$ cat src/rtl/data_cache_writeback_unit.sv
// -----------------------------------------------------------------------------
// data_cache_writeback_unit
//
// Purpose:
//   Evicts one cache line on request. The unit reads the line's valid, dirty and
//   tag fields through read-only port 1 of a cache way. If the line is both
//   valid and dirty, it reads each data word of the block in turn and streams it
//   to memory over a valid/ready handshake. Once the block has been sent, or
//   nothing needed sending, it reports completion with a single-cycle done pulse.
//
// Ports:
//   clk_i, rst_n_i         clock, asynchronous active-low reset
//   writeback_start_i      eviction request, accepted only while idle
//   writeback_index_i      victim line index, captured with the request
//   writeback_busy_o       high whenever the unit is not idle
//   writeback_done_o       one-cycle completion pulse
//   writeback_written_o    qualifies done: 1 = the block went to memory
//   port1_*                read-only way port (synchronous read, 1-cycle latency)
//   mem_*                  write-beat stream to memory (valid/ready, last marker)
// -----------------------------------------------------------------------------
module data_cache_writeback_unit #(
  parameter int ADDR_WIDTH  = 8,
  parameter int TAG_SIZE    = 20,
  parameter int BLOCK_WORDS = 4,
  parameter int CHIP_ADDR   = $clog2(BLOCK_WORDS),
  parameter int PHYS_ADDR   = 32
) (
  input  logic                  clk_i,
  input  logic                  rst_n_i,
  input  logic                  writeback_start_i,
  input  logic [ADDR_WIDTH-1:0] writeback_index_i,
  output logic                  writeback_busy_o,
  output logic                  writeback_done_o,
  output logic                  writeback_written_o,
  output logic [3:0]            port1_enable_o,
  output logic [CHIP_ADDR-1:0]  port1_chip_select_o,
  output logic [ADDR_WIDTH-1:0] port1_address_o,
  output logic                  port1_read_o,
  input  logic                  port1_valid_i,
  input  logic                  port1_dirty_i,
  input  logic [TAG_SIZE-1:0]   port1_tag_i,
  input  logic [31:0]           port1_word_i,
  output logic                  mem_valid_o,
  input  logic                  mem_ready_i,
  output logic [PHYS_ADDR-1:0]  mem_address_o,
  output logic [31:0]           mem_data_o,
  output logic                  mem_last_o
);

  typedef enum logic [2:0] {
    IDLE,
    TAG_READ,
    TAG_CHECK,
    WORD_READ,
    WORD_LATCH,
    WORD_SEND,
    DONE
  } state_t;

  // Field enables driven to the way: {valid, dirty, tag, data}.
  localparam logic [3:0] EN_STATUS = 4'b1110;
  localparam logic [3:0] EN_DATA   = 4'b0001;

  localparam logic [CHIP_ADDR-1:0] LAST_WORD = CHIP_ADDR'(BLOCK_WORDS - 1);

  state_t                 state_reg,   state_next;
  logic [ADDR_WIDTH-1:0]  index_reg,   index_next;
  logic [TAG_SIZE-1:0]    tag_reg,     tag_next;
  logic [CHIP_ADDR-1:0]   cnt_reg,     cnt_next;
  logic [31:0]            data_reg,    data_next;
  logic                   written_reg, written_next;

  logic last_word;

  // The counter is compared against the final word explicitly, so it stops at
  // BLOCK_WORDS-1 and never relies on wrapping to end the block.
  assign last_word = (cnt_reg == LAST_WORD);

  // Address, chip-select and data outputs come straight from the captured
  // registers, so they hold their last value outside the active states and
  // are all zero after reset.
  assign port1_address_o     = index_reg;
  assign port1_chip_select_o = cnt_reg;
  assign mem_address_o       = {tag_reg, index_reg, cnt_reg, 2'b00};
  assign mem_data_o          = data_reg;

  always_ff @(posedge clk_i or negedge rst_n_i) begin
    if (!rst_n_i) begin
      state_reg   <= IDLE;
      index_reg   <= '0;
      tag_reg     <= '0;
      cnt_reg     <= '0;
      data_reg    <= '0;
      written_reg <= 1'b0;
    end else begin
      state_reg   <= state_next;
      index_reg   <= index_next;
      tag_reg     <= tag_next;
      cnt_reg     <= cnt_next;
      data_reg    <= data_next;
      written_reg <= written_next;
    end
  end

  always_comb begin
    state_next          = state_reg;
    index_next          = index_reg;
    tag_next            = tag_reg;
    cnt_next            = cnt_reg;
    data_next           = data_reg;
    written_next        = written_reg;
    port1_read_o        = 1'b0;
    port1_enable_o      = 4'b0000;
    mem_valid_o         = 1'b0;
    mem_last_o          = 1'b0;
    writeback_done_o    = 1'b0;
    writeback_written_o = 1'b0;
    writeback_busy_o    = (state_reg != IDLE);

    case (state_reg)
      IDLE: begin
        if (writeback_start_i) begin
          index_next   = writeback_index_i;
          written_next = 1'b0;
          state_next   = TAG_READ;
        end
      end

      TAG_READ: begin
        port1_read_o   = 1'b1;
        port1_enable_o = EN_STATUS;
        state_next     = TAG_CHECK;
      end

      // Way data is only guaranteed during the cycle after the read edge, so
      // the decision and the tag capture both happen here.
      TAG_CHECK: begin
        tag_next = port1_tag_i;
        if (port1_valid_i && port1_dirty_i) begin
          cnt_next   = '0;
          state_next = WORD_READ;
        end else begin
          written_next = 1'b0;
          state_next   = DONE;
        end
      end

      WORD_READ: begin
        port1_read_o   = 1'b1;
        port1_enable_o = EN_DATA;
        state_next     = WORD_LATCH;
      end

      // The word is registered so the beat stays stable however long the
      // memory holds off ready.
      WORD_LATCH: begin
        data_next  = port1_word_i;
        state_next = WORD_SEND;
      end

      WORD_SEND: begin
        mem_valid_o = 1'b1;
        mem_last_o  = last_word;
        if (mem_ready_i) begin
          if (last_word) begin
            written_next = 1'b1;
            state_next   = DONE;
          end else begin
            cnt_next   = cnt_reg + CHIP_ADDR'(1);
            state_next = WORD_READ;
          end
        end
      end

      DONE: begin
        writeback_done_o    = 1'b1;
        writeback_written_o = written_reg;
        state_next          = IDLE;
      end

      default: begin
        state_next = IDLE;
      end
    endcase
  end

endmodule

$ cat config.mk
export PLATFORM = sky130hd
export DESIGN_NAME = data_cache_writeback_unit
export DESIGN_NICKNAME = d
export VERILOG_FILES = /design/src/rtl/data_cache_writeback_unit.sv
export SDC_FILE = /design/constraint.sdc
export NUM_CORES = 1
export LEC_CHECK = 0
export ABC_AREA = 0
export CELL_PAD_IN_SITES_DETAIL_PLACEMENT = 2
export CELL_PAD_IN_SITES_GLOBAL_PLACEMENT = 2
export CORE_MARGIN = 3
export CORE_UTILIZATION = 24
export CTS_BUF_LIST = sky130_fd_sc_hd__clkbuf_16
export DETAILED_ROUTE_END_ITERATION = 10
export PLACE_DENSITY_LB_ADDON = 0.25
export SETUP_SLACK_MARGIN = 0.02
export SYNTH_ARGS = -nofsm -noshare
export SYNTH_HDL_FRONTEND = slang
export SYNTH_SLANG_ARGS = --single-unit
$ cat constraint.sdc
create_clock -name clk_i -period 2.1 [get_ports clk_i]
set_input_delay 0.525 -clock clk_i [delete_from_list [all_inputs] [get_ports clk_i]]
set_output_delay 0.525 -clock clk_i [all_outputs]
set_load 0.05 [all_outputs]
==> flow_metrics.env <==
export IMPL_outcome="finished, final reports clean"
export IMPL_diodes=0
export IMPL_core_area_um2=11500
export IMPL_yosysWarnings=0
export IMPL_via_per_inst=4.22
export IMPL_holdBufCountCts=0
export IMPL_portBuffers=147
export IMPL_grt_pass1_wl_um=13000
export IMPL_cp_data_required_time_ns=1.57
export IMPL_finalMaxSlewViolations=0
export IMPL_die_w_um=115
export IMPL_cp_arrival_ns=1.52
export IMPL_worstHoldPathType="in2async"
export IMPL_io_pins=150
export IMPL_cts_root_buf="clkbuf_16"
export IMPL_end_kind="output port"
export IMPL_synth_top_area_share=0.580
export IMPL_critPathKind="reg2out"
export IMPL_areaGrowthSynthToFinish_pct=69.8
export IMPL_rsz0062_at_grt="true"
export IMPL_cp_start_kind="flip-flop"
export IMPL_synth_seq_area_share=0.580
export IMPL_drive_gt1_frac=0.331
export IMPL_utilization=0.420
export IMPL_grt_antenna_before_repair=0
export IMPL_first_pass_iters=4
export IMPL_first_global_vias=2292
export IMPL_postRouteAntennaNets=0
export IMPL_yosys_cell_count_top_type="dfrtp_1"
export IMPL_fill_cells=1173
export IMPL_initial_core_util=0.247
export IMPL_dp_hpwl_um=6270
export IMPL_cts_sinks=66
export IMPL_r2r_start="state_reg[0]$_DFFE_PN0P_"
export IMPL_fmax_ghz=0.490
export IMPL_syn_cell_area_um2=2850
export IMPL_max_cap_violations=0
export IMPL_die_h_um=115
export IMPL_overflow=0
export IMPL_htreeDepth=3
export IMPL_hold_viol=0
export IMPL_synth_edf_count=0
export IMPL_clk_insertion_delay_late_ns=0.32
export IMPL_finalSetupViolations=0
export IMPL_grt_start_max_net_pins=67
export IMPL_crit_start="port1_address_o[4]$_DFFE_PN0P_"
export IMPL_cp_slowest_cell="clkdlybuf4s50_1"
export IMPL_rows=39
export IMPL_dp_slack_ns=0.186
export IMPL_ys_flop_type="dfrtp_1"
export IMPL_clock_path_buffers=2
export IMPL_fin_skew_ns=0.00625
export IMPL_die_area_um2=13200
export IMPL_drc=0
export IMPL_final_nets=400
export IMPL_routed_wl_um=8580
export IMPL_routedWlPerCell_um=17.8
export IMPL_cts_tree="built"
export IMPL_avgSynthCellArea_um2=15.0
export IMPL_clk_pin_slew_worst_paths_ns=0.06
export IMPL_synth_top_cell_by_area="dfrtp_1"
export IMPL_path_delay_family="buffers and inverters"
export IMPL_synth_cell_types=31
export IMPL_synthCells=190
export IMPL_holdWs_ns=0.211
export IMPL_largest_register_ffs=32
export IMPL_finalCritPeriodShare=0.972
export IMPL_critPathMaxFanout=3
export IMPL_crit_buf_inv=1
export IMPL_fin_ws_ns=0.0587
export IMPL_synth_commonest_cells="dfrtp_1, mux2_2, mux2_4"
export IMPL_drt_iter0_drc=49
export IMPL_cpPeakStageDelay_ns=0.82
export IMPL_path_cells="clkdlybuf4s50_1"
export IMPL_worst_pin_slew_ns=0.533
export IMPL_track_usage=0.129
export IMPL_synth_seq_cells=66
export IMPL_via_count=2031
export IMPL_async_reset_ff_frac=1.00
export IMPL_gp_congestion=0.700
export IMPL_fin_crit_ns=2.04
export IMPL_netlist_top_cells_area="dfrtp_1, mux2_2, mux2_4"
export IMPL_cts_buffers=9
export IMPL_relSlewSlack=0.643
## worst paths after layout
path | cells after the start | to | slack [ns]
setup / recovery | 1 | mem_address_o[8] | 0.06
hold / removal | 2 | mem_data_o[20]$_DFFE_PN0P_ | 0.21
setup reg to reg | 4 | port1_address_o[0]$_DFFE_PN0P_ | 0.37
hold reg to reg | 1 | mem_data_o[18]$_DFFE_PN0P_ | 0.50
max in group asynchronous | 2 | state_reg[2]$_DFFE_PN0P_ | 1.55
min in group clk_i | 1 | mem_data_o[18]$_DFFE_PN0P_ | 0.50
## cell families (layout without fill, tap and decap cells)
| kind of cell | count (synthesis) | after routing | synth area share |
|---|---|---|---|
| AO/OA/AOI/OAI | 10 | 10 | 0.0237 |
| AND/OR/NAND/NOR | 21 | 21 | 0.0448 |
| multiplexers | 61 | 61 | 0.264 |
| buffers and inverters | 29 | 176 | 0.0782 |
| other | 1 | 2 | 0.00132 |
| flip-flops | 66 | 66 | 0.580 |
| adder cells (fa/ha/maj) | 1 | 1 | 0.00439 |
| XOR/XNOR | 1 | 1 | 0.00308 |
## routing by layer
| metal | vias up | GRT usage | share of wire |
|---|---|---|---|
| li1 | 924 | - | - |
| met1 | 1023 | 0.153 | 0.39 |
| met2 | 73 | 0.223 | 0.54 |
| met3 | 11 | 0.0242 | 0.050 |
| met4 | 0 | 0.0649 | 0.021 |
| met5 | - | 0 | 0 |
## stage by stage
step | setup TNS [ns] | cells | cell area [µm²]
after global routing | -0.0187 | 481 | 4830
after detailed placement | 0 | 462 | 4460
after global placement | 0 | 462 | 4460
after floorplan | -0.0362 | 191 | 2890
after CTS | -0.000138 | 478 | 4790
final | 0 | 481 | 4830
## final cells by class
cell class              instances  area [µm²]  area share
clock inverters                 7         109      0.0225
clock buffers                   9         225      0.0466
inverters                       6        22.5     0.00466
multi-input cells              96        1020       0.211
well taps                     143         179      0.0370
repair buffers                154        1630       0.336
flip-flops and latches         66        1650       0.342
## cell usage in the layout (no fill, tap or decap), types with 2 or more instances in the layout
cell type	n
mux2_4	18
conb_1	2
inv_1	7
clkinv_1	2
o22ai_1	3
nor3_4	2
clkbuf_16	9
nor2_1	5
buf_12	11
buf_4	14
dlymetal6s2s_1	9
nor2_4	2
dfrtp_2	2
dfrtp_1	64
bufinv_16	3
mux2_2	41
o21ai_0	2
dlygate4sd2_1	6
nand2_1	2
clkdlybuf4s50_1	113
## what timing repair did
action,4_1_cts,5_1_grt
setup buffers,0,3
resized for setup,9,10
setup endpoints to repair,9,11
Power is not shown: default switching activity piles up to over one toggle a cycle in this logic, so the estimate is an artifact.
==> variant 1, RTL diff (same settings) <==
Encoding of `state_t`: now one-hot (7 bits for 7 states).
--- a/src/rtl/data_cache_writeback_unit.sv
+++ b/src/rtl/data_cache_writeback_unit.sv
@@ -47,14 +47,14 @@
   output logic                  mem_last_o
 );
 
-  typedef enum logic [2:0] {
-    IDLE,
-    TAG_READ,
-    TAG_CHECK,
-    WORD_READ,
-    WORD_LATCH,
-    WORD_SEND,
-    DONE
+  typedef enum logic [6:0] {
+    IDLE       = 7'b0000001,
+    TAG_READ   = 7'b0000010,
+    TAG_CHECK  = 7'b0000100,
+    WORD_READ  = 7'b0001000,
+    WORD_LATCH = 7'b0010000,
+    WORD_SEND  = 7'b0100000,
+    DONE       = 7'b1000000
   } state_t;
 
   // Field enables driven to the way: {valid, dirty, tag, data}.
Check against the original RTL: same outputs for any inputs over 10 cycles, from zero or initial values and one cycle with rst_n_i low; not proved beyond that.
==> variant 1 against the original RTL <==
- the flow now finishes with violations (setup timing)
- sequential cell count grew 4
- first-iteration DRC count grew 27%
- final cell count increased by 12%
- worst setup slack got worse by 140 ps
- synthesized area rose by 8.2%
- routed wire length grew 11%
- core utilization increased by 1.6 points
- die area is 7.8% higher
- design area rose by 11%
- clock skew fell by 2.7 ps
- critical path type unchanged
==> variant 1: results (changes against the original RTL) <==
| Metric | Value |
|---|---|
| Max-slew violations | 0 (unchanged) |
| Clk buf depth | 2 (unchanged) |
| Placed wire-length estimate | 6.88 mm (+9.7%) |
| N_diodes | 0 (unchanged) |
| DR vias/cell | 4.22 (about the same) |
| Worst slack at placement | 103 ps (-83.1 ps) |
| Clock skew | 3.57 ps (-2.68 ps) |
| Worst min path class | primary input to asynchronous set/reset pin |
| H-tree level count | 3 (unchanged) |
| Violated checks | setup timing |
| First-pass GRT wire length | 15.0 mm (+15%) |
| DRC marker count from the first detailed-route iteration | 62 (+27%) |
| Status | finished with violations |
| Routability cong. | 0.771 (+10%) |
| Root Buffer | clkbuf_16 |
| Ranking of synthesized cells by area | dfrtp_1, mux2_4, mux2_2 |
| CTS Buf Count | 9 (unchanged) |
| Leakage Power | 2.57 nW |
| Max transition margin | 58.9% (-5.5 points) |
| DRT Pass-1 Iters | 2 (-2) |
| Final setup violation count | 7 (+7) |
| Layout cells sized above 1 | 38.8% (+5.7 points) |
| PortBufs | 147 (unchanged) |
| Total global-route track usage | 13.7% (+0.84 points) |
| Arr. time, crit path | 1660 ps (+140 ps) |
| Yosys warns | 0 (unchanged) |
| Largest net degree at the start of global routing | 40 (-40%) |
| Clock slew at reported path FFs | 50 ps |
| Mapped cell area | 0.00308 sq mm (+8.2%) |
| Register area share after synthesis | 56.9% (-1.1 points) |
| Yosys cell types | 37 (+19%) |
| DRT Wirelength | 9.51 mm (+11%) |
| Placed cells | 511 (+11%) |
| Antenna violations before repair | 0 (unchanged) |
| Syn Inst Count | 204 (+7.4%) |
| Worst Path Max Fanout | 2 (-1) |
| Peak VDD IR | around 0.53 mV |
| Setup ws final | -81.3 ps (-140 ps) |
| Synth cell count leaders | dfrtp_1, mux2_2, mux2_4 |
| Final hold viol count | 0 (unchanged) |
| Vias in the first global route | 2601 (+13%) |
| Nets | 435 (+8.8%) |
| Fin cells | 539 (+12%) |
| Max reg flops | 32 (unchanged) |
[variant 1: path summary, 6_finish.rpt]
| check | depth (start not counted) | from | slack (ps) | end |
|---|---|---|---|---|
| worst max register to register | 6 | state_reg[4]$_DFFE_PN0P_ | 170 | mem_data_o[15]$_DFFE_PN0P_ |
| min in group clk_i | 1 | mem_data_o[16]$_DFFE_PN0P_ | 500 | mem_data_o[16]$_DFFE_PN0P_ |
| worst max-delay path | 5 | state_reg[0]$_DFFE_PN1P_ | -80 | port1_read_o |
| max in group asynchronous | 2 | rst_n_i | 1470 | state_reg[0]$_DFFE_PN1P_ |
| worst min-delay path | 1 | rst_n_i | 70 | tag_reg[7]$_DFFE_PN0N_ |
| worst min register to register | 1 | mem_data_o[16]$_DFFE_PN0P_ | 500 | mem_data_o[16]$_DFFE_PN0P_ |
[variant 1: cells by family (layout without fill, tap and decap cells)]
family / after synthesis / count (layout) / synth area share (%)
muxes: 61 / 61 / 25.8
xor gates and xnor gates: 2 / 2 / 0.569
other: 1 / 2 / 0.122
and+or+nand+nor: 28 / 28 / 6.98
AOI/OAI and AO/OA: 14 / 14 / 3.25
buffers and inverters: 27 / 193 / 6.01
adders and majority gates: 1 / 1 / 0.406
DFF: 70 / 70 / 56.9
[variant 1: repair_timing]
item	in CTS	in global routing
setup buffers	11	3
setup endpoints to repair	12	34
hold buffers	0	0
resized for setup	20	26
pin swaps	9	5
[variant 1: routing by layer]
metal	global-route usage [%]	share of wire (%)	up-vias
li1	-	-	1029
met1	15.0	37	1157
met2	24.2	56	75
met3	5.37	5.5	13
met4	4.80	1.6	0
met5	0	0	-
[variant 1: final cells by class]
| type | instances | area (sq um) |
|---|---|---|
| inverters | 5 | 22.5 |
| well taps | 168 | 210 |
| fillers | 1214 | 6910 |
| clock buffers | 9 | 225 |
| flip-flops and latches | 70 | 1760 |
| multi-input cells | 108 | 1220 |
| repair buffers | 174 | 1860 |
| clock inverters | 5 | 46.3 |
[variant 1: per-stage QoR]
stage | hold slack [ps] | power (mW) | setup TNS, ps | instance area (sq um)
floorplan | 229 | 4.74 | -45.1 | 3130
global placement | 430 | 6.03 | 0 | 4810
detailed placement | 423 | 6.11 | 0 | 4810
CTS | 57.8 | 7.73 | -432 | 5260
global route | 60.6 | 8.00 | -1020 | 5350
finish | 66.8 | 7.63 | -380 | 5350
[variant 1: critical path, cell delays in order (launching register included)]
cell     delay (ps)
dfstp_2         590
buf_12          110
nor4_4           40
and3_4          200
or2_4           230
buf_12          150
[variant 1: power by group]
group | total, mW | internal [mW] | switching (mW)
clock network | 1.42 | 0.889 | 0.529
logic | 4.15 | 1.61 | 2.54
registers | 2.06 | 1.78 | 0.284
==> variant 2, RTL diff (same settings) <==
Made on the original files. Reset style: synchronous (`rst_n_i`), changed in one clocked block. Comments in the files are not updated.
--- a/src/rtl/data_cache_writeback_unit.sv
+++ b/src/rtl/data_cache_writeback_unit.sv
@@ -84,7 +84,7 @@
   assign mem_address_o       = {tag_reg, index_reg, cnt_reg, 2'b00};
   assign mem_data_o          = data_reg;
 
-  always_ff @(posedge clk_i or negedge rst_n_i) begin
+  always_ff @(posedge clk_i) begin
     if (!rst_n_i) begin
       state_reg   <= IDLE;
       index_reg   <= '0;
Formal check against the unedited RTL: differs if rst_n_i is asserted again (counterexample within 4 cycles, from zero or initial values and one cycle with rst_n_i low); with rst_n_i held inactive, the same outputs for 10 cycles.
==> variant 2 against the original RTL <==
- final cell count rose by 29%
- synthesized cell count rose by 78%
- routed wire length rose by 15%
- worst setup slack got worse by 5.7 ps
- sequential share of layout area fell by 6.6 points
- synthesized area fell by 0.13%
- critical path depth did not move
- highest routed layer unchanged
- design area fell by 1.1%
- sequential cell count did not move
==> variant 2: results (changes against the original RTL) <==
| Metric | Value |
|---|---|
| Worst R2R Start | state_reg[2]$_SDFFE_PN0P_ |
| DRT met1 WL | 4.14 mm (+23%) |
| Post-Route Hold Slack | 455 ps (+245 ps) |
| DR WL met2 | 5.27 mm (+14%) |
| P_seq | 1.63 mW |
| Insertion delay to the later sink of the worst-skew pair | 320 ps (about the same) |
| Clock skew | 5.91 ps (-0.339 ps) |
| Critical Path Source | port1_address_o[0]$_SDFFE_PN0P_ |
| Met3 wire len | 429 microns (+0.70%) |
| Arr. time, crit path | 1520 ps (about the same) |
| Clock group power | around 1.6 mW |
| Worst Reg-to-Reg Cells | 6 (+2) |
| Synth cell count leaders | nand2_1, dfxtp_1, a21boi_1 |
| Worst slack at placement | 111 ps (-75.4 ps) |
| Register-to-register setup slack | 330 ps (-40 ps) |
| Worst hold path endpoint | mem_data_o[19]$_SDFFE_PN0P_ |
| Largest delay contributor family on the critical path | buffers and inverters |
| DRT Wirelength | 9.89 mm (+15%) |
| Ranking of synthesized cells by area | dfxtp_1, nand2_1, a21boi_1 |
| Post-synthesis compound-gate area fraction | 19.1% (+17 points) |
| Nets | 539 (+35%) |
| Met1 Use GR | 17.4% (+2.1 points) |
| DRC marker count from the first detailed-route iteration | 102 (+110%) |
| GR Util met3 | 3.26% (+0.84 points) |
| Placed wire-length estimate | 7.28 mm (+16%) |
| Status | finished, final reports clean |
| Vias in the first global route | 3099 (+35%) |
| First-pass GRT wire length | 15.5 mm (+19%) |
| Slowest cell on the critical path | clkdlybuf4s50_1 |
| DR vias/cell | 4.53 (+7.3%) |
| Max reg flops | 32 (unchanged) |
| Largest net degree at the start of global routing | 33 (-51%) |
| Leakage Power | 1.82 nW |
| Max transition margin | 49.9% (-14 points) |
| Post-synthesis mux area share | 0% (-26 points) |
| Synth async-reset ratio | 0% (-100 points) |
| Worst Path Max Fanout | 3 (unchanged) |
| Root Buffer | clkbuf_16 |
| Worst min path class | flip-flop to flip-flop |
| Register area share after synthesis | 46.5% (-12 points) |
| Peak VDD IR | around 0.7 mV |
| Max layer used | met4 |
| Worst Setup EP | port1_address_o[0] |
| Synth Area in Adders | 0.440% (+0.00058 points) |
| Reg2reg end | mem_data_o[16]$_SDFFE_PN0P_ |
| Total global-route track usage | 14.7% (+1.8 points) |
| Xor/xnor cell area share of the yosys netlist | 0.308% (+0.00041 points) |
| Met2 GRT Util | 26.9% (+4.6 points) |
| Yosys cell types | 37 (+19%) |
| Yosys warns | 0 (unchanged) |
| Worst hold path startpoint | mem_data_o[19]$_SDFFE_PN0P_ |
| Routability cong. | 0.705 (+0.71%) |
| Number of fillers in the final layout | 1288 (+9.8%) |
| Max Fclk | 489 MHz (-0.28%) |
| Layout cells sized above 1 | 10.9% (-22 points) |
| Antenna violations before repair | 0 (unchanged) |
## variant 2: cell count changes after synthesis, sizes merged, moves of 5 or more
cell,before,now
nand2,2,122
mux2,60,0
a21boi,0,61
clkbuf,0,9
buf,23,29
dfrtp,66,0
nor2,8,3
dfxtp,0,66
## variant 2: through the flow
step | cells | util (%) | TNS, ps | area (sq um)
floorplan | 339 | - | 0 | 2870
global placement | 604 | 38.6 | 0 | 4450
detailed placement | 604 | 38.6 | 0 | 4450
CTS | 620 | 41.4 | 0 | 4770
global route | 620 | 41.5 | -4.53 | 4780
finish | 620 | 41.5 | 0 | 4780
## variant 2: what timing repair did
item | in CTS | in global routing
cloned | 0 | 0
resized for setup | 2 | 7
setup endpoints to repair | 2 | 9
## variant 2: area by class of cell
type,instances,area share (%)
clock buffers,9,4.71
clock inverters,7,1.94
inverters,2,0.157
multi-input cells,233,27.3
flip-flops and latches,66,27.6
well taps,143,3.74
repair buffers,160,34.6
